**config.mk**
```make
export PLATFORM = sky130hd
export DESIGN_NAME = chip_dat_rx
export DESIGN_NICKNAME = d
export VERILOG_FILES = /design/src/rtl/eeg_chip_pkg.sv /design/src/rtl/chip_dat_fifo.sv /design/src/rtl/chip_dat_rx.sv
export SDC_FILE = /design/constraint.sdc
export NUM_CORES = 1
export LEC_CHECK = 0
export ABC_CLOCK_PERIOD_IN_PS = 4300
export CORE_MARGIN = 1
export CORE_UTILIZATION = 30
export DETAILED_ROUTE_END_ITERATION = 10
export SLEW_MARGIN = 20
export SYNTH_ARGS = -nofsm -noshare
export SYNTH_HDL_FRONTEND = slang
export SYNTH_HIERARCHICAL = 1
export SYNTH_SLANG_ARGS = --single-unit
```
**constraint.sdc**
```tcl
create_clock -name clk -period 4.3 [get_ports clk]
set_input_delay 0.86 -clock clk [delete_from_list [all_inputs] [get_ports clk]]
set_output_delay 0.86 -clock clk [all_outputs]
set_load 0.01 [all_outputs]
```
**src/rtl/eeg_chip_pkg.sv**
```systemverilog
// Shared constants and types for the CHIP_DAT pad receiver.
`timescale 1ns/1ps
package eeg_chip_pkg;

  localparam int CHIP_DAT_DW = 8;
  localparam int WORD_DW     = 32;
  localparam int PACK        = WORD_DW / CHIP_DAT_DW;
  localparam int CNT_W       = $clog2(PACK) + 1;

  // One queued word: closing flag, number of valid beats, packed payload.
  typedef struct packed {
    logic             lst;
    logic [CNT_W-1:0] cnt;
    logic [WORD_DW-1:0] dat;
  } word_ent_t;

  // The packer is either empty or holding a partially filled word.
  typedef enum logic {
    PK_IDLE,
    PK_FILL
  } pack_state_t;

endpackage

```
**src/rtl/chip_dat_fifo.sv**
```systemverilog
// Small synchronous FIFO of packed words between the packer and the core.
// Pointers carry one extra bit so that full and empty can be told apart.
`timescale 1ns/1ps
module chip_dat_fifo
  import eeg_chip_pkg::*;
#(
  parameter int FIFO_DEPTH = 2
) (
  input  logic      clk,
  input  logic      rst_n,
  input  logic      push,
  input  word_ent_t push_ent,
  input  logic      pop,
  output logic      full,
  output logic      empty,
  output word_ent_t head
);

  localparam int AW = $clog2(FIFO_DEPTH);

  logic [AW:0] wr_ptr_q, wr_ptr_d;
  logic [AW:0] rd_ptr_q, rd_ptr_d;
  word_ent_t   mem_q [FIFO_DEPTH];
  word_ent_t   mem_d [FIFO_DEPTH];

  assign full  = (wr_ptr_q[AW] != rd_ptr_q[AW]) && (wr_ptr_q[AW-1:0] == rd_ptr_q[AW-1:0]);
  assign empty = (wr_ptr_q == rd_ptr_q);
  assign head  = mem_q[rd_ptr_q[AW-1:0]];

  // Write the new entry at the tail and advance whichever pointers moved.
  always_comb begin
    mem_d    = mem_q;
    wr_ptr_d = wr_ptr_q;
    rd_ptr_d = rd_ptr_q;
    if (push && !full) begin
      mem_d[wr_ptr_q[AW-1:0]] = push_ent;
      wr_ptr_d = wr_ptr_q + (AW+1)'(1);
    end
    if (pop && !empty) begin
      rd_ptr_d = rd_ptr_q + (AW+1)'(1);
    end
  end

  // Storage and pointers; storage is cleared so the head reads zero out of reset.
  always_ff @(posedge clk or negedge rst_n) begin
    if (!rst_n) begin
      wr_ptr_q <= '0;
      rd_ptr_q <= '0;
      for (int i = 0; i < FIFO_DEPTH; i++) begin
        mem_q[i] <= '0;
      end
    end else begin
      wr_ptr_q <= wr_ptr_d;
      rd_ptr_q <= rd_ptr_d;
      mem_q    <= mem_d;
    end
  end

endmodule

```
**src/rtl/chip_dat_rx.sv**
```systemverilog
// Chip-side receiver for the CHIP_DAT pad stream: splits command beats into
// a one-entry register and packs data beats LSB-first into queued words.
`timescale 1ns/1ps
module chip_dat_rx
  import eeg_chip_pkg::*;
#(
  parameter int FIFO_DEPTH = 2
) (
  input  logic                   clk,
  input  logic                   rst_n,
  input  logic                   chip_dat_vld,
  input  logic                   chip_dat_lst,
  input  logic [CHIP_DAT_DW-1:0] chip_dat_dat,
  input  logic                   chip_dat_cmd,
  output logic                   chip_dat_rdy,
  output logic                   cmd_vld,
  output logic [CHIP_DAT_DW-1:0] cmd_dat,
  input  logic                   cmd_rdy,
  output logic                   word_vld,
  output logic [WORD_DW-1:0]     word_dat,
  output logic                   word_lst,
  output logic [CNT_W-1:0]       word_cnt,
  input  logic                   word_rdy,
  output logic                   err_cmd_mid
);

  pack_state_t            state_q, state_d;
  logic [CNT_W-1:0]       cnt_q, cnt_d;
  logic [WORD_DW-1:0]     pack_q, pack_d;
  logic [WORD_DW-1:0]     merged;
  logic                   cmd_vld_q, cmd_vld_d;
  logic [CHIP_DAT_DW-1:0] cmd_dat_q, cmd_dat_d;
  logic                   err_q, err_d;
  logic                   run_q, run_d;

  logic      beat_acc, data_acc, cmd_acc;
  logic      push, pop;
  word_ent_t push_ent, head;
  logic      fifo_full, fifo_empty;

  // run_q holds ready low for the first cycle after reset so every output is 0 in reset.
  assign chip_dat_rdy = run_q && !fifo_full && !cmd_vld_q;
  assign beat_acc     = chip_dat_vld && chip_dat_rdy;
  assign data_acc     = beat_acc && !chip_dat_cmd;
  assign cmd_acc      = beat_acc && chip_dat_cmd;

  assign word_vld    = !fifo_empty;
  assign word_dat    = head.dat;
  assign word_lst    = head.lst;
  assign word_cnt    = head.cnt;
  assign pop         = word_vld && word_rdy;
  assign cmd_vld     = cmd_vld_q;
  assign cmd_dat     = cmd_dat_q;
  assign err_cmd_mid = err_q;

  // Packer: drop each data beat into its lane and emit the word when full or on lst.
  always_comb begin
    state_d  = state_q;
    cnt_d    = cnt_q;
    pack_d   = pack_q;
    push     = 1'b0;
    push_ent = '0;
    merged   = pack_q;
    for (int i = 0; i < PACK; i++) begin
      if (cnt_q == CNT_W'(i)) begin
        merged[i*CHIP_DAT_DW +: CHIP_DAT_DW] = chip_dat_dat;
      end
    end
    if (data_acc) begin
      if (cnt_q == CNT_W'(PACK-1) || chip_dat_lst) begin
        push         = 1'b1;
        push_ent.lst = chip_dat_lst;
        push_ent.cnt = cnt_q + CNT_W'(1);
        push_ent.dat = merged;
        cnt_d        = '0;
        pack_d       = '0;
        state_d      = PK_IDLE;
      end else begin
        cnt_d   = cnt_q + CNT_W'(1);
        pack_d  = merged;
        state_d = PK_FILL;
      end
    end
  end

  // Command register: load on an accepted command beat, release on cmd_rdy,
  // and flag a command that lands while a word is half built.
  always_comb begin
    cmd_vld_d = cmd_vld_q;
    cmd_dat_d = cmd_dat_q;
    err_d     = 1'b0;
    run_d     = 1'b1;
    if (cmd_vld_q && cmd_rdy) begin
      cmd_vld_d = 1'b0;
    end
    if (cmd_acc) begin
      cmd_vld_d = 1'b1;
      cmd_dat_d = chip_dat_dat;
      err_d     = (state_q == PK_FILL);
    end
  end

  // State registers for the packer, the command slot and the error pulse.
  always_ff @(posedge clk or negedge rst_n) begin
    if (!rst_n) begin
      state_q   <= PK_IDLE;
      cnt_q     <= '0;
      pack_q    <= '0;
      cmd_vld_q <= 1'b0;
      cmd_dat_q <= '0;
      err_q     <= 1'b0;
      run_q     <= 1'b0;
    end else begin
      state_q   <= state_d;
      cnt_q     <= cnt_d;
      pack_q    <= pack_d;
      cmd_vld_q <= cmd_vld_d;
      cmd_dat_q <= cmd_dat_d;
      err_q     <= err_d;
      run_q     <= run_d;
    end
  end

  chip_dat_fifo #(
    .FIFO_DEPTH (FIFO_DEPTH)
  ) u_fifo (
    .clk      (clk),
    .rst_n    (rst_n),
    .push     (push),
    .push_ent (push_ent),
    .pop      (pop),
    .full     (fifo_full),
    .empty    (fifo_empty),
    .head     (head)
  );

endmodule

```
; ---- After elaboration in Yosys (flattened, before gate mapping)
; Cells that the tools add are included.
; W data, S select, Z words.
[word_totals]
ff_bits = 123
out_inout_bits = 48
elab_cells = 67
in_bits = 15
[op_classes]
eq_ne = 6
bitwise = 2
n_lt_le_gt_ge = 3
n_reduce_logical = 18
muxes = 20
n_addsub = 3
[ops]
columns = operator, n
row1 = $mux W36, 6
row2 = $bwmux W72, 1
row3 = $demux W36 S1, 1
row4 = $mux W32, 1
row5 = $mux W8, 4
row6 = $logic_and A1 B1 Y1, 11
row7 = $eq A3 B2 Y1 const B, 2
row8 = $mux W1, 6
row9 = $add A2 B1 Y2 const B, 2
row10 = $ge A2 B2 Y1 const B, 2
row11 = $logic_not A1 Y1, 4
row12 = $not A1 Y2, 2
row13 = $add A3 B1 Y3 const B, 1
row14 = $eq A3 B1 Y1 const B, 1
row15 = $logic_not A3 Y1, 1
row16 = $mux W3, 1
row17 = $eq A2 B2 Y1, 1
row18 = $lt A2 B1 Y1 const B, 1
row19 = $reduce_bool A2 Y1, 1
row20 = $eq A1 B1 Y1, 1
row21 = $logic_or A1 B1 Y1, 1
row22 = $ne A1 B1 Y1, 1

; ---- Depth between registers and ports, before layout
; Gate-level depths: netlist (run 1).
[depth]
ltp_word = 9
depth_mapped = 12
ltp_nobuf = 8

; ---- Cells and area by module
; The synthesis (run 1) kept the hierarchy.
[modules_own_cells]
columns = module, cells_per_inst, instances, area_per_inst_um2, seq_area_each_um2
row1 = chip_dat_fifo, 216, 1, 3382.0, 1901.8
row2 = chip_dat_rx, 246, 1, 2434.8, 1176.1

; ---- Worst setup path before layout (run 1)
; OpenSTA, ideal clock, no wires.
[synth_timing]
path_type = flip-flop to flip-flop
start = register u_fifo.rd_ptr_q[0]
end = register u_fifo/mem_q[10] (netlist name)
setup_slack_ns = 1.337
path_buffers = 4
path_stages_with_launch = 13
arrival_ns = 2.838
synth_period_minus_slack_ns = 2.963
setup_time_ns = 0.125
t_required_ns = 4.175
path_cell_list = dfrtp_1 -> clkbuf_1 -> buf_2 -> xor2_1 -> nor2_1 -> nor4bb_1 -> buf_4 -> nand3_2 -> inv_1 -> nand2_1 -> a21oi_2 -> buf_6 -> mux2_2
[synth_via]
elab_chain_len = 9
word_cells_on_any_way = 11
cone_classes = 1 x eq/ne / 3 x mux / 7 x reduce/logical
[synth_lines]
columns = item, line
row1 = from (decl), chip_dat_fifo.sv:22  ; logic [AW:0] rd_ptr_q, rd_ptr_d;
row2 = from (signal assigned), chip_dat_fifo.sv:54  ; rd_ptr_q <= rd_ptr_d;
row3 = $eq A1 B1 Y1, chip_dat_fifo.sv:26  ; assign full = (wr_ptr_q[AW] != rd_ptr_q[AW]) && (wr_ptr_q[AW-1:0] == rd_ptr_q[AW-1:0]);
row4 = $logic_and A1 B1 Y1, chip_dat_fifo.sv:26
row5 = net fifo_full, chip_dat_rx.sv:39  ; logic fifo_full, fifo_empty;
row6 = $logic_not A1 Y1, chip_dat_rx.sv:42  ; assign chip_dat_rdy = run_q && !fifo_full && !cmd_vld_q;
row7 = $logic_and A1 B1 Y1 (2 in a row), chip_dat_rx.sv:42
row8 = $logic_and A1 B1 Y1, chip_dat_rx.sv:43  ; assign beat_acc = chip_dat_vld && chip_dat_rdy;
row9 = $logic_and A1 B1 Y1, chip_dat_rx.sv:44  ; assign data_acc = beat_acc && !chip_dat_cmd;
row10 = $mux W1, chip_dat_rx.sv:69  ; if (data_acc) begin
row11 = net push, chip_dat_rx.sv:37  ; logic push, pop;
row12 = $logic_and A1 B1 Y1, chip_dat_fifo.sv:35  ; if (push && !full) begin
row13 = to (signal assigned), chip_dat_fifo.sv:55  ; mem_q <= mem_d;
row14 = to (decl), chip_dat_fifo.sv:23  ; word_ent_t mem_q [FIFO_DEPTH];
; The timed path passes the listed nets, and every way through them passes these cells.
; A chain may end at the register's enable or synchronous reset.

; ---- Final worst setup path (run 1)
[layout_timing]
start = register u_fifo.rd_ptr_q[0]
end = output word_dat[8]
[layout_via]
elab_chain_len = 4
[layout_lines]
columns = item, line
row1 = $not A1 Y2 (not written as such), chip_dat_fifo.sv:28  ; assign head = mem_q[rd_ptr_q[AW-1:0]];
row2 = $mux W36 (not written as such) (3 in a row), chip_dat_fifo.sv:28
row3 = to (decl), chip_dat_rx.sv:20  ; output logic [WORD_DW-1:0] word_dat,
; No other way between the ends. The select of a mux whose other input is x is not followed.

==> results.md, run 1 <==
Status:
- The flow ran to the end, and the final reports show no timing, DRC or antenna violations.

Floorplanning:
- The floorplan step defined a die boundary enclosing 0.0200 sq mm.
- The floorplan step defined a core boundary enclosing 0.0188 sq mm.
- For this configuration, the core starts out at a cell density of 30.9%.
- The standard-cell row count is 50.
- The I/O pin total is 63.
- The die is 141 um tall.
- Measured along the x axis, the die boundary spans 141 um.

Placed design:
- The weighted congestion at the end of routability-driven global placement is 0.725.
- Buffers placed on the I/O ports in this run total 62.
- Once detailed placement completed, the half-perimeter wirelength came to 8860 um.
- The worst setup slack before clock tree synthesis is 1.04 ns.
- The cell area after placement is 0.00659 sq mm.

Timing:
- The count of endpoints failing setup in the final report is 0.
- Measured against its own limit, the worst slew margin works out to 52.3%.
- The final hold violation count came to 0.
- The smallest clock period supported by the final layout is computed as 3.33 ns.
- Across all hold checks on the routed design, the worst slack comes to 0.480 ns.
- The worst-margin pin slew is 0.716 ns.
- The max-slew violation count came to 0.
- The period utilization is 77.5%.
- Setup repair after global routing left no endpoint under its margin.
- For the final routed database, the setup TNS stands at 0 ns.
- The clock skew is 0.00740 ns.
- Timing would allow up to 300 MHz.
- The final worst-path setup slack is 0.967 ns.

Setup path:
- STA classifies the critical path endpoint as a primary output.
- The largest driver fanout on the critical path is 23.
- The element type at the critical path start is a register.
- The critical path in this run is classified as reg -> out.
- In this design, the stage delay of the slowest critical-path cell is 0.72 ns.
- The sum of buffers and inverters on the critical path is 2.
- The kind of cell with the highest combined delay along the critical path is buffers and inverters.
- The cell at the slowest stage of the critical path is sky130_fd_sc_hd__dfrtp_2.
- The required time at the worst-slack endpoint is 3.44 ns.
- Traced cell by cell, the critical path runs through buf_4, mux2_2, clkdlybuf4s50_1.
- The arrival time at the worst endpoint is 2.47 ns.

Clocking:
- In this run the number of H-tree levels came out at 4.
- The CTS tree is done.
- The number of CTS-inserted buffers is 17.
- The total clock sinks is 123.
- The cell sitting at the root of the clock tree is a sky130_fd_sc_hd__clkbuf_16.
- In this run the deepest clock path goes through 2 buffers.
- The hold buffer count at CTS is 0.
- The buffers inserted during post-CTS setup optimization is 0.
- The clock latency of the later-clocked register in the worst-skew pair is 0.42 ns.
- The clock transition time at the flip-flop clock pins of the worst setup and hold paths is 0.05 ns.
- Once the clock tree was built, the resizer swapped 0 gates to a different size.

Yosys:
- The multiplexer fraction of the synthesized cell area is 24.9%.
- Among all flip-flop cells after synthesis, the most frequent one is sky130_fd_sc_hd__dfrtp_1.
- After Yosys synthesis, XOR and XNOR cells account for 0.581% of the synthesized area.
- The synthesized netlist devotes 1.08% of its cell area to adder and majority cells.
- The flip-flop and latch count after synthesis is 123.
- The async set or reset register ratio after synthesis is 100%.
- The post-synthesis share of cell area spent on and, or, nand and nor gates is 7.44%.
- After synthesis, the mean cell area works out to 12.6 sq um.
- By area, the combinational part of the netlist is dominated by multiplexers.
- Yosys mapped a number of flops with a built-in enable equal to 0.
- The synthesized netlist devotes 8.20% of its cell area to compound gates.
- Sequential elements use 52.9% of the synthesized area.
- After synthesis the cells add up to 0.00582 sq mm.
- The count of cell types in the netlist is 38.
- When the netlist entered floorplanning its net count stood at 482.
- The number of warnings reported in the yosys synthesis log is 6.
- The gate count after technology mapping is 462.

Global routing:
- Global routing used 14.7% of the available tracks across all layers.
- Global routing finished with a remaining overflow of 0.
- The first-pass GRT wire length is 22100 um.
- Entering global routing, the biggest net connects 79 pins.
- The via count of the first global-routing pass is 4033.
- The initial antenna violation count is 0.

Detailed routing:
- Once detail routing completed, the nets flagged for antenna violations numbered 0.
- In the routed design, unresolved DRC markers number 0.
- The final routed wire length divided by cell count is 16.8 um.
- The number of search-and-repair iterations in the first detailed-routing pass is 4.
- For this block, the initial DRC count from the detailed router was 245.
- The detailed router placed 3762 vias in this run.
- The overall routed net length is 13200 um.
- In the routed layout, each cell is associated on average with a via count of 4.77.

Pwr:
- IR analysis of the VDD net gives a maximum drop of 300 uV.
- The leakage power is 3.27 nW.
- Power spread over the standard cell area amounts to 558 mW/mm^2.

Cells and area:
- In the final layout, the share of cells above drive strength 1 is 32.1%.
- The final layout contains 536 nets.
- The post-synthesis to final-layout area growth is 24.0%.
- Leaving out fill and tap cells, the most frequent cell in the layout is sky130_fd_sc_hd__dfrtp_1.
- 0 antenna diodes ended up in the layout.
- The library cells used most frequently in the layout, excluding fill and tap cells, are sky130_fd_sc_hd__dfrtp_1 (122), sky130_fd_sc_hd__mux2_2 (116), sky130_fd_sc_hd__clkdlybuf4s50_1 (61).
- The final instance area is 0.00721 sq mm.
- Once layout is complete, the utilization of the core stands at 38.3%.

Worst hold path:
- The tightest min-delay check is of the in -> async type.

Job:
- The reported max-cap violation count is 0.
## synth_stat cells, drive strengths merged (2+ instances only)
library cell	number	area (sq um)
dfrtp	123	3080
mux2	118	1330
nand2	51	194
buf	33	239
a21oi	27	139
a32o	24	240
nor2	19	78.8
mux2i	12	120
and2	10	65.1
inv	9	33.8
ha	5	62.6
o21ai	5	25.0
nor2b	4	25.0
o211ai	4	58.8
nand2b	3	18.8
clkbuf	2	7.51
nand3	2	15.0
xor2	2	17.5
## layer usage
metal,up-vias,part of all wire (%),global-route usage (%)
met2,91,47,22.4
met4,0,1.8,5.84
li1,1745,-,-
met5,-,0,0
met3,22,5.0,4.08
met1,1904,47,19.8
## layout make-up
cell class | instances | area, sq um
flip-flops and latches | 123 | 3080
inverters | 9 | 33.8
well taps | 260 | 325
repair buffers | 70 | 682
clock inverters | 6 | 80.1
clock buffers | 26 | 539
multi-input cells | 295 | 2470
fillers | 1797 | 11600
## per-stage QoR
| step | cells | power [mW] |
|---|---|---|
| floorplan | 462 | 2.25 |
| global placement | 757 | 2.56 |
| detailed placement | 757 | 2.60 |
| CTS | 789 | 4.08 |
| global route | 789 | 4.26 |
| finish | 789 | 4.02 |
## where the power goes
part,internal [mW],switching (mW)
clock,0.972,0.483
sequential,1.34,0.169
combinational,0.492,0.565
## logic make-up after synthesis
kind of cell / after synthesis
XOR/XNOR: 3
adder cells (fa/ha/maj): 5
AO/OA/AOI/OAI: 62
AND/OR/NAND/NOR: 94
flip-flops: 123
other: 1
buffers and inverters: 44
multiplexers: 130
## state kept, by name, indices dropped and copies added (netlist names)
signal / count
pack_q: 32
state_q: 1
cmd_vld: 1
u_fifo/wr_ptr_q: 2
cmd_dat: 8
run_q: 1
u_fifo/mem_q: 72
u_fifo/rd_ptr_q: 2
err_cmd_mid: 1
cnt_q: 3
## final timing paths
kind                            cells after the start          endpoint  slack (ns)               start
worst max-delay path                                3       word_dat[8]        0.97  u_fifo/rd_ptr_q[0]
worst min-delay path                                1  u_fifo/mem_q[27]        0.48               rst_n
worst max register to register                     10  u_fifo/mem_q[34]        1.32  u_fifo/rd_ptr_q[0]
worst min register to register                      1  u_fifo/mem_q[53]        0.48    u_fifo/mem_q[53]
max in group asynchronous                           2        cmd_dat[4]        3.03               rst_n
min in group clk                                    1  u_fifo/mem_q[53]        0.48    u_fifo/mem_q[53]
No activity file was read; power rests on OpenSTA's default activity.
==> run 2, diff against run 1 <==
--- a/config.mk
+++ b/config.mk
@@ -5,7 +5,7 @@
 export SDC_FILE = /design/constraint.sdc
 export NUM_CORES = 1
 export LEC_CHECK = 0
-export ABC_CLOCK_PERIOD_IN_PS = 4300
+export ABC_CLOCK_PERIOD_IN_PS = 3400
 export CORE_MARGIN = 1
 export CORE_UTILIZATION = 30
 export DETAILED_ROUTE_END_ITERATION = 10
==> constraint.sdc (replaced) <==
create_clock -name clk -period 3.4 [get_ports clk]
set_input_delay 0.68 -clock clk [delete_from_list [all_inputs] [get_ports clk]]
set_output_delay 0.68 -clock clk [all_outputs]
set_load 0.01 [all_outputs]
==> run 2 against run 1 <==
Compared with the run above: setup slack worse by 0.70 ns; via count is 0.29% lower; first-iteration DRC count decreased by 34%; die area is the same; total power up 26%; clock power rose by 25%; routed wire length increased by 2.0%; register-to-register slack got worse by 0.72 ns; combinational power grew 28%; clock skew is 0.0025 ns lower; count of clock-buffer cells in the layout is 1 lower; largest cell class unchanged; flip-flop and latch count unchanged.
==> results.md, run 2 (synthesis results as in run 1) <==
Status:
- The run finished with clean final reports.

Cells and area:
- The layout filler cell count was 1775 (-1.2%).
- The antenna cell count is 0 (unchanged).
- The most common cell after layout, fill and taps aside is sky130_fd_sc_hd__dfrtp_1.
- The layout cell share with drive strength beyond 1 is 32.3% (+0.13 points).
- The count of nets after finishing was 538 (+0.37%).
- The library cells used most frequently in the layout, excluding fill and tap cells, are sky130_fd_sc_hd__dfrtp_1 (122), sky130_fd_sc_hd__mux2_2 (116), sky130_fd_sc_hd__clkdlybuf4s50_1 (61).
- Compared with the post-synthesis result, the final layout area differs by 24.2%.
- The number of flip-flops under the largest register name is 72 (unchanged).
- u_fifo/mem_q holds more flip-flops than any other register.

Clocking:
- The number of levels in the clock H-tree was 4 (unchanged).
- The hold buffer count at CTS is 0 (unchanged).
- The clock latency of the later-clocked register in the worst-skew pair was 0.41 ns (about the same).
- The buffers inserted during post-CTS setup optimization is 0 (unchanged).
- The worst-case clock buffer depth was 2 (unchanged).
- The total clock sinks came to 123 (unchanged).
- The number of CTS-inserted buffers was 17 (unchanged).
- The clock transition time at the flip-flop clock pins of the worst setup and hold paths was 0.05 ns (about the same).
- The cell at the root of the clock tree is sky130_fd_sc_hd__clkbuf_16.
- The CTS tree is done.
- The count of cells resized by post-cts repair is 0 (unchanged).

Timing:
- The post-route setup TNS was 0 ns (unchanged).
- The clock skew is 0.00487 ns (-0.00253 ns).
- The headroom to the max-slew limit is 45.9% (-6.4 points).
- The worst path needs 3.13 ns of the cycle, external delays included.
- The final hold violation count came to 0 (unchanged).
- Setup repair after global routing left no endpoint under its margin.
- The count of endpoints failing setup in the final report is 0 (unchanged).
- The worst hold slack was 0.348 ns (-0.132 ns).
- The max-slew violation count is 0 (unchanged).
- Based on the critical path, the design can be clocked at up to 319 MHz.
- After layout, the worst path uses 92.2% of the clock period.
- The worst-margin pin slew is 0.811 ns (+0.0955 ns).

Pwr:
- The maximum ir drop on the vdd rail was 401 uV (+34%).
- The power density over the cells is 704 mW/mm^2 (+26%).
- The total power after layout is 5.09 mW (+26%).
- The leakage power is 3.27 nW (about the same).

Detailed routing:
- The remaining number of nets flagged by the antenna check after routing is 0 (unchanged).
- The number of design-rule violations left by the first detailed-router iteration was 161 (-34%).
- The overall routed net length is 13500 um (+2.0%).
- The post-detailed-route via-to-cell ratio is 4.75 (-0.42%).
- The via count is 3751 (-0.29%).
- The final routed wire length divided by cell count is 17.1 um (+1.9%).
- The number of search-and-repair iterations in the first detailed-routing pass came to 4 (unchanged).
- The count of unresolved DRC violations after routing is 0 (unchanged).

Floorplanning:
- The I/O pin total came to 63 (unchanged).
- The die height is 141 um (unchanged).
- The initial standard-cell utilization of the core was 30.9% (unchanged).
- The standard-cell row count is 50 (unchanged).
- The total die area is 0.0200 sq mm (unchanged).
- The area of the placeable core is 0.0188 sq mm (unchanged).
- The die span in x came to 141 um (unchanged).

Placed design:
- The count of buffers from port buffering is 62 (unchanged).
- The total half-perimeter wirelength after legalization and detailed placement is 9060 um (+2.2%).
- The weighted congestion at the end of routability-driven global placement is 0.737 (+1.7%).

Setup path:
- The worst setup path is captured at a primary output.
- The category of the critical setup timing path is reg -> out.
- The element type at the critical path start is a register.
- The reg2reg setup slack is 0.60 ns (-0.72 ns).
- The required time at the worst-slack endpoint is 2.72 ns (-0.72 ns).
- The largest driver fanout on the critical path is 28 (+22%).
- The arrival time at the worst endpoint is 2.45 ns (-0.02 ns).

Global routing:
- The met3 capacity usage during global routing is 4.18% (+0.10 points).
- The largest net degree at the start of global routing came to 64 (-19%).
- The met1 usage is 19.3% (-0.41 points).
- The final global-route overflow total came to 0 (unchanged).
- The initial antenna violation count is 0 (unchanged).
- The layer flagged by global routing as most heavily used is met2.
- The global router's overall resource usage is 14.6% (-0.16 points).
- The global routing met2 resource utilization is 22.8% (+0.39 points).
- The via count of the first global-routing pass is 4079 (+1.1%).
- The first-pass GRT wire length is 21800 um (-1.3%).

Worst hold path:
- The tightest min-delay check is of the in -> async type.

Job:
- The reported max-cap violation count is 0 (unchanged).
## run 2: metrics by stage
stage	util (%)	instances	area [sq um]	setup WS, ns
3_3_place_gp	35.1	759	6620	0.511
6_report	38.4	790	7220	0.267
4_1_cts	38.4	790	7220	0.219
2_1_floorplan	-	462	5820	0.437
5_1_grt	38.4	790	7220	0.145
3_5_place_dp	35.1	759	6620	0.443
## run 2: path summary, 6_finish.rpt
check | startpoint | endpoint | cells past startpoint
setup reg to reg | u_fifo/rd_ptr_q[0] | u_fifo/mem_q[6] | 9
setup / recovery | u_fifo/rd_ptr_q[0] | word_dat[23] | 3
min in group clk | pack_q[25] | pack_q[25] | 1
hold / removal | rst_n | u_fifo/mem_q[60] | 1
max in group asynchronous | rst_n | pack_q[8] | 2
hold reg to reg | pack_q[25] | pack_q[25] | 1
## run 2: critical path, cell delays in order, from the launching register on
cell and delay [ns]:
sky130_fd_sc_hd__dfrtp_2 0.64, sky130_fd_sc_hd__buf_4 0.49, sky130_fd_sc_hd__mux2_2 0.42, sky130_fd_sc_hd__clkdlybuf4s50_1 0.48
## run 2: cell type report
class	count	area (sq um)	area share [%]
Inverter	9	33.8	0.468
Clock buffer	25	526	7.27
Timing Repair Buffer	72	706	9.77
Tap cell	260	325	4.50
Sequential cell	123	3080	42.6
Multi-Input combinational cell	295	2470	34.2
Clock inverter	6	82.6	1.14
## run 2: power breakdown
| group | leakage (nW) | switching (mW) | internal, mW |
|---|---|---|---|
| sequential | 1.68 | 0.208 | 1.70 |
| combinational | 1.29 | 0.738 | 0.626 |
| clock | 0.301 | 0.606 | 1.21 |
| total | 3.27 | 1.55 | 3.53 |
## run 2: per-layer routing
metal / part of all wire [%] / wire (um)
met1: 48 / 6430
met2: 47 / 6400
met3: 3.7 / 505
met4: 1.2 / 157
met5: 0 / 0
==> run 3, diff against run 2 <==
--- a/config.mk
+++ b/config.mk
@@ -5,6 +5,7 @@
 export SDC_FILE = /design/constraint.sdc
 export NUM_CORES = 1
 export LEC_CHECK = 0
+export ABC_AREA = 1
 export ABC_CLOCK_PERIOD_IN_PS = 3400
 export CORE_MARGIN = 1
 export CORE_UTILIZATION = 30
==> run 3 against run 2 <==
Compared with the run above: setup slack better by 0.38 ns; sequential power is essentially flat; non-clock buffer count up 4; highest routed layer unchanged; via count up 52%; flip-flop and latch count unchanged; fmax up 14%; die area up 10%; critical endpoint is now word_cnt[0].
==> results.md, run 3 <==
Yosys:
- The count of cell types in the netlist is 21 (-45%).
- The area of the mapped netlist is 0.00643 sq mm (+11%).
- Of all cell types, the one taking the most synthesized area is sky130_fd_sc_hd__dfrtp_1.
- In the synthesized netlist, the cells that appear most often are sky130_fd_sc_hd__nand2_1 (459), sky130_fd_sc_hd__dfrtp_1 (123), sky130_fd_sc_hd__nand4_1 (74), sky130_fd_sc_hd__nor2_1 (74), sky130_fd_sc_hd__inv_1 (48).
- The average cell area after synthesis was 7.20 sq um (-43%).
- The gate count after technology mapping is 893 (+93%).
- The share of the synthesized area in the top cell type came to 47.9% (-5.1 points).
- The net count after synthesis is 913 (+89%).
- sky130_fd_sc_hd__nand2_1 is the most common cell in the netlist.
- Ranked by total cell area, the synthesized netlist is headed by sky130_fd_sc_hd__dfrtp_1 (48%), sky130_fd_sc_hd__nand2_1 (27%), sky130_fd_sc_hd__nand4_1 (7.2%).
- The number of warnings reported in the yosys synthesis log is 6 (unchanged).
- The flip-flop and latch count after synthesis is 123 (unchanged).
- The flip-flop cell with the highest count after synthesis is sky130_fd_sc_hd__dfrtp_1.
- The count of flip-flops with a built-in enable after synthesis is 0 (unchanged).
- The sequential cell area fraction in the yosys report is 47.9% (-5.1 points).
- The async set or reset register ratio after synthesis is 100% (unchanged).

Global routing:
- The largest net degree at the start of global routing came to 77 (+20%).
- The final global-route overflow total came to 0 (unchanged).
- The via count of the first global-routing pass is 5363 (+31%).
- The global router's overall resource usage came to 16.8% (+2.2 points).
- The initial antenna violation count came to 0 (unchanged).
- The first-pass GRT wire length is 28500 um (+31%).

Setup path:
- The arrival time at the worst endpoint is 2.07 ns (-0.38 ns).
- The required time at the worst-slack endpoint is 2.72 ns (about the same).
- STA classifies the critical path endpoint as a primary output.
- By instance count, the cell type seen most on the critical path is sky130_fd_sc_hd__nand2_1.
- The signal on the critical path passes through inv_1, buf_4, nand2_1, nand2_1, clkdlybuf4s50_1.
- The cell at the slowest stage of the critical path is sky130_fd_sc_hd__clkdlybuf4s50_1.
- The sum of buffers and inverters on the critical path was 3 (+1).
- The length in cells of the worst reg-to-reg path is 7 (-2).
- The kind of cell with the highest combined delay along the critical path is buffers and inverters.
- The worst setup path is launched from a register.
- The number of logic stages on the critical path including buffering is 5 (+2).
- The worst setup path is of the reg -> out kind.
- The largest driver fanout on the critical path came to 37 (+32%).
- The peak per-stage delay on the critical path came to 0.55 ns (-0.09 ns).

Worst hold path:
- The worst hold path belongs to the class in -> async.

Clocking:
- The buffers inserted during post-CTS setup optimization is 0 (unchanged).
- The total clock sinks came to 123 (unchanged).
- TritonCTS built the clock tree.
- The worst-case clock buffer depth is 2 (unchanged).
- The number of CTS-inserted buffers was 17 (unchanged).
- The cell at the root of the clock tree is sky130_fd_sc_hd__clkbuf_16.
- The number of levels in the clock H-tree is 4 (unchanged).
- The count of cells resized by post-cts repair came to 0 (unchanged).
- The clock latency of the later-clocked register in the worst-skew pair is 0.42 ns (about the same).
- The hold buffer count at CTS is 0 (unchanged).
- The clock transition time at the flip-flop clock pins of the worst setup and hold paths is 0.06 ns (about the same).

Cells and area:
- The most common cell after layout, fill and taps aside is sky130_fd_sc_hd__nand2_1.
- The number of standard cells in the final layout excluding fillers is 1218 (+54%).
- The antenna cell count is 0 (unchanged).
- The count of nets after finishing is 952 (+77%).
- The top register by number of flip-flops is u_fifo/mem_q.
- The number of flip-flops under the largest register name is 72 (unchanged).
- Relative to the synthesized area, the layout overhead comes to 20.6%.
- In the layout the commonest cells are sky130_fd_sc_hd__nand2_1 (459), sky130_fd_sc_hd__dfrtp_1 (123), sky130_fd_sc_hd__nor2_1 (74), sky130_fd_sc_hd__nand4_1 (74), sky130_fd_sc_hd__clkdlybuf4s50_1 (61).
- The final instance area is 0.00776 sq mm (+7.4%).
- The layout cell share with drive strength beyond 1 is 6.26% (-26 points).

Pwr:
- The maximum ir drop on the vdd rail came to 406 uV (+1.2%).
- The power density over the cells is 728 mW/mm^2 (+3.4%).
- The leakage power is 4.15 nW (+27%).

Floorplanning:
- The die span in x is 148 um (+5.1%).
- The initial standard-cell utilization of the core is 30.6% (-0.29 points).
- The standard-cell row count is 53 (+6.0%).
- The die height is 148 um (+5.1%).
- The total die area is 0.0220 sq mm (+10%).
- The area of the placeable core came to 0.0210 sq mm (+12%).
- The I/O pin total is 63 (unchanged).

Status:
- The flow ran to the end, and the final reports show no timing, DRC or antenna violations.

Placed design:
- The cell area after placement is 0.00720 sq mm (+8.8%).
- The total half-perimeter wirelength after legalization and detailed placement came to 10500 um (+15%).
- The weighted congestion at the end of routability-driven global placement came to 0.739 (+0.28%).
- The worst setup slack before clock tree synthesis is 0.909 ns (+0.466 ns).
- The count of buffers from port buffering is 62 (unchanged).
- The cell total after placement came to 1188 (+57%).

Timing:
- The fmax is 364 MHz (+14%).
- The minimum clock period is 2.75 ns (-0.385 ns).
- The post-route setup TNS was 0 ns (unchanged).
- The max-slew violation count is 0 (unchanged).
- The headroom to the max-slew limit was 40.6% (-5.3 points).
- The worst hold slack is 0.229 ns (-0.119 ns).
- The worst-margin pin slew is 0.889 ns (+0.0781 ns).
- The final worst-path setup slack is 0.651 ns (+0.385 ns).
- The count of endpoints failing setup in the final report is 0 (unchanged).
- The period utilization is 80.8% (-11 points).
- Setup repair after global routing left no endpoint under its margin.
- The clock skew is 0.0107 ns (+0.00581 ns).
- The final hold violation count is 0 (unchanged).

Job:
- The reported max-cap violation count was 0 (unchanged).

Detailed routing:
- The post-detailed-route via-to-cell ratio is 4.69 (-1.3%).
- The final routed wire length divided by cell count was 14.2 um (-17%).
- The via count is 5707 (+52%).
- The overall routed net length was 17300 um (+28%).
- The number of search-and-repair iterations in the first detailed-routing pass was 4 (unchanged).
- The remaining number of nets flagged by the antenna check after routing is 0 (unchanged).
- The number of design-rule violations left by the first detailed-router iteration is 422 (+160%).
- The count of unresolved DRC violations after routing was 0 (unchanged).
run 3: power by group:
group / switching [mW] / internal [mW]
Clock: 0.638 / 1.10
Sequential: 0.159 / 1.73
Combinational: 1.41 / 0.611
run 3: cell families after synthesis:
| group | after synthesis | share of synthesized area (%) |
|---|---|---|
| AO/OA/AOI/OAI | 9 | 0.700 |
| flip-flops | 123 | 47.9 |
| other | 1 | 0.0583 |
| adder cells (fa/ha/maj) | 5 | 0.973 |
| AND/OR/NAND/NOR | 644 | 42.3 |
| buffers and inverters | 110 | 8.01 |
| XOR/XNOR | 1 | 0.136 |
run 3: layer usage:
metal	global-route usage [%]	routed length, um
met5	0	0
met3	2.88	893
met4	7.27	382
met2	25.1	7770
met1	23.7	8270
run 3: worst reg2reg max path, cell delays in order, from the launching register on:
cell and delay (ns):
sky130_fd_sc_hd__dfrtp_1 0.43, sky130_fd_sc_hd__nand2_1 0.11, sky130_fd_sc_hd__nand2_1 0.09, sky130_fd_sc_hd__nand2_4 0.08
sky130_fd_sc_hd__buf_4 0.60, sky130_fd_sc_hd__nand3_4 0.63, sky130_fd_sc_hd__nand2_1 0.25, sky130_fd_sc_hd__nand2_1 0.06
run 3: cell type report:
cell class              instances  area [sq um]
repair buffers                 76           736
well taps                     275           344
inverters                      54           203
flip-flops and latches        123          3080
fillers                      2188         13300
clock inverters                 8          95.1
multi-input cells             660          2840
clock buffers                  22           464
run 3: worst paths after layout:
check / from / endpoint / slack (ns)
max: u_fifo/rd_ptr_q[0] / word_cnt[0] / 0.65
min: rst_n / u_fifo/mem_q[24] / 0.23
max reg2reg: u_fifo/rd_ptr_q[1] / u_fifo/mem_q[48] / 1.04
min reg2reg: pack_q[31] / pack_q[31] / 0.47
max in group asynchronous: rst_n / pack_q[31] / 2.43
min in group clk: pack_q[31] / pack_q[31] / 0.47
run 3: stage by stage:
| step | power, mW | utilization, % |
|---|---|---|
| 2_1_floorplan | 3.37 | - |
| 3_3_place_gp | 3.91 | 34.2 |
| 3_5_place_dp | 3.93 | 34.2 |
| 4_1_cts | 5.70 | 36.9 |
| 5_1_grt | 6.04 | 36.9 |
| 6_report | 5.65 | 36.9 |
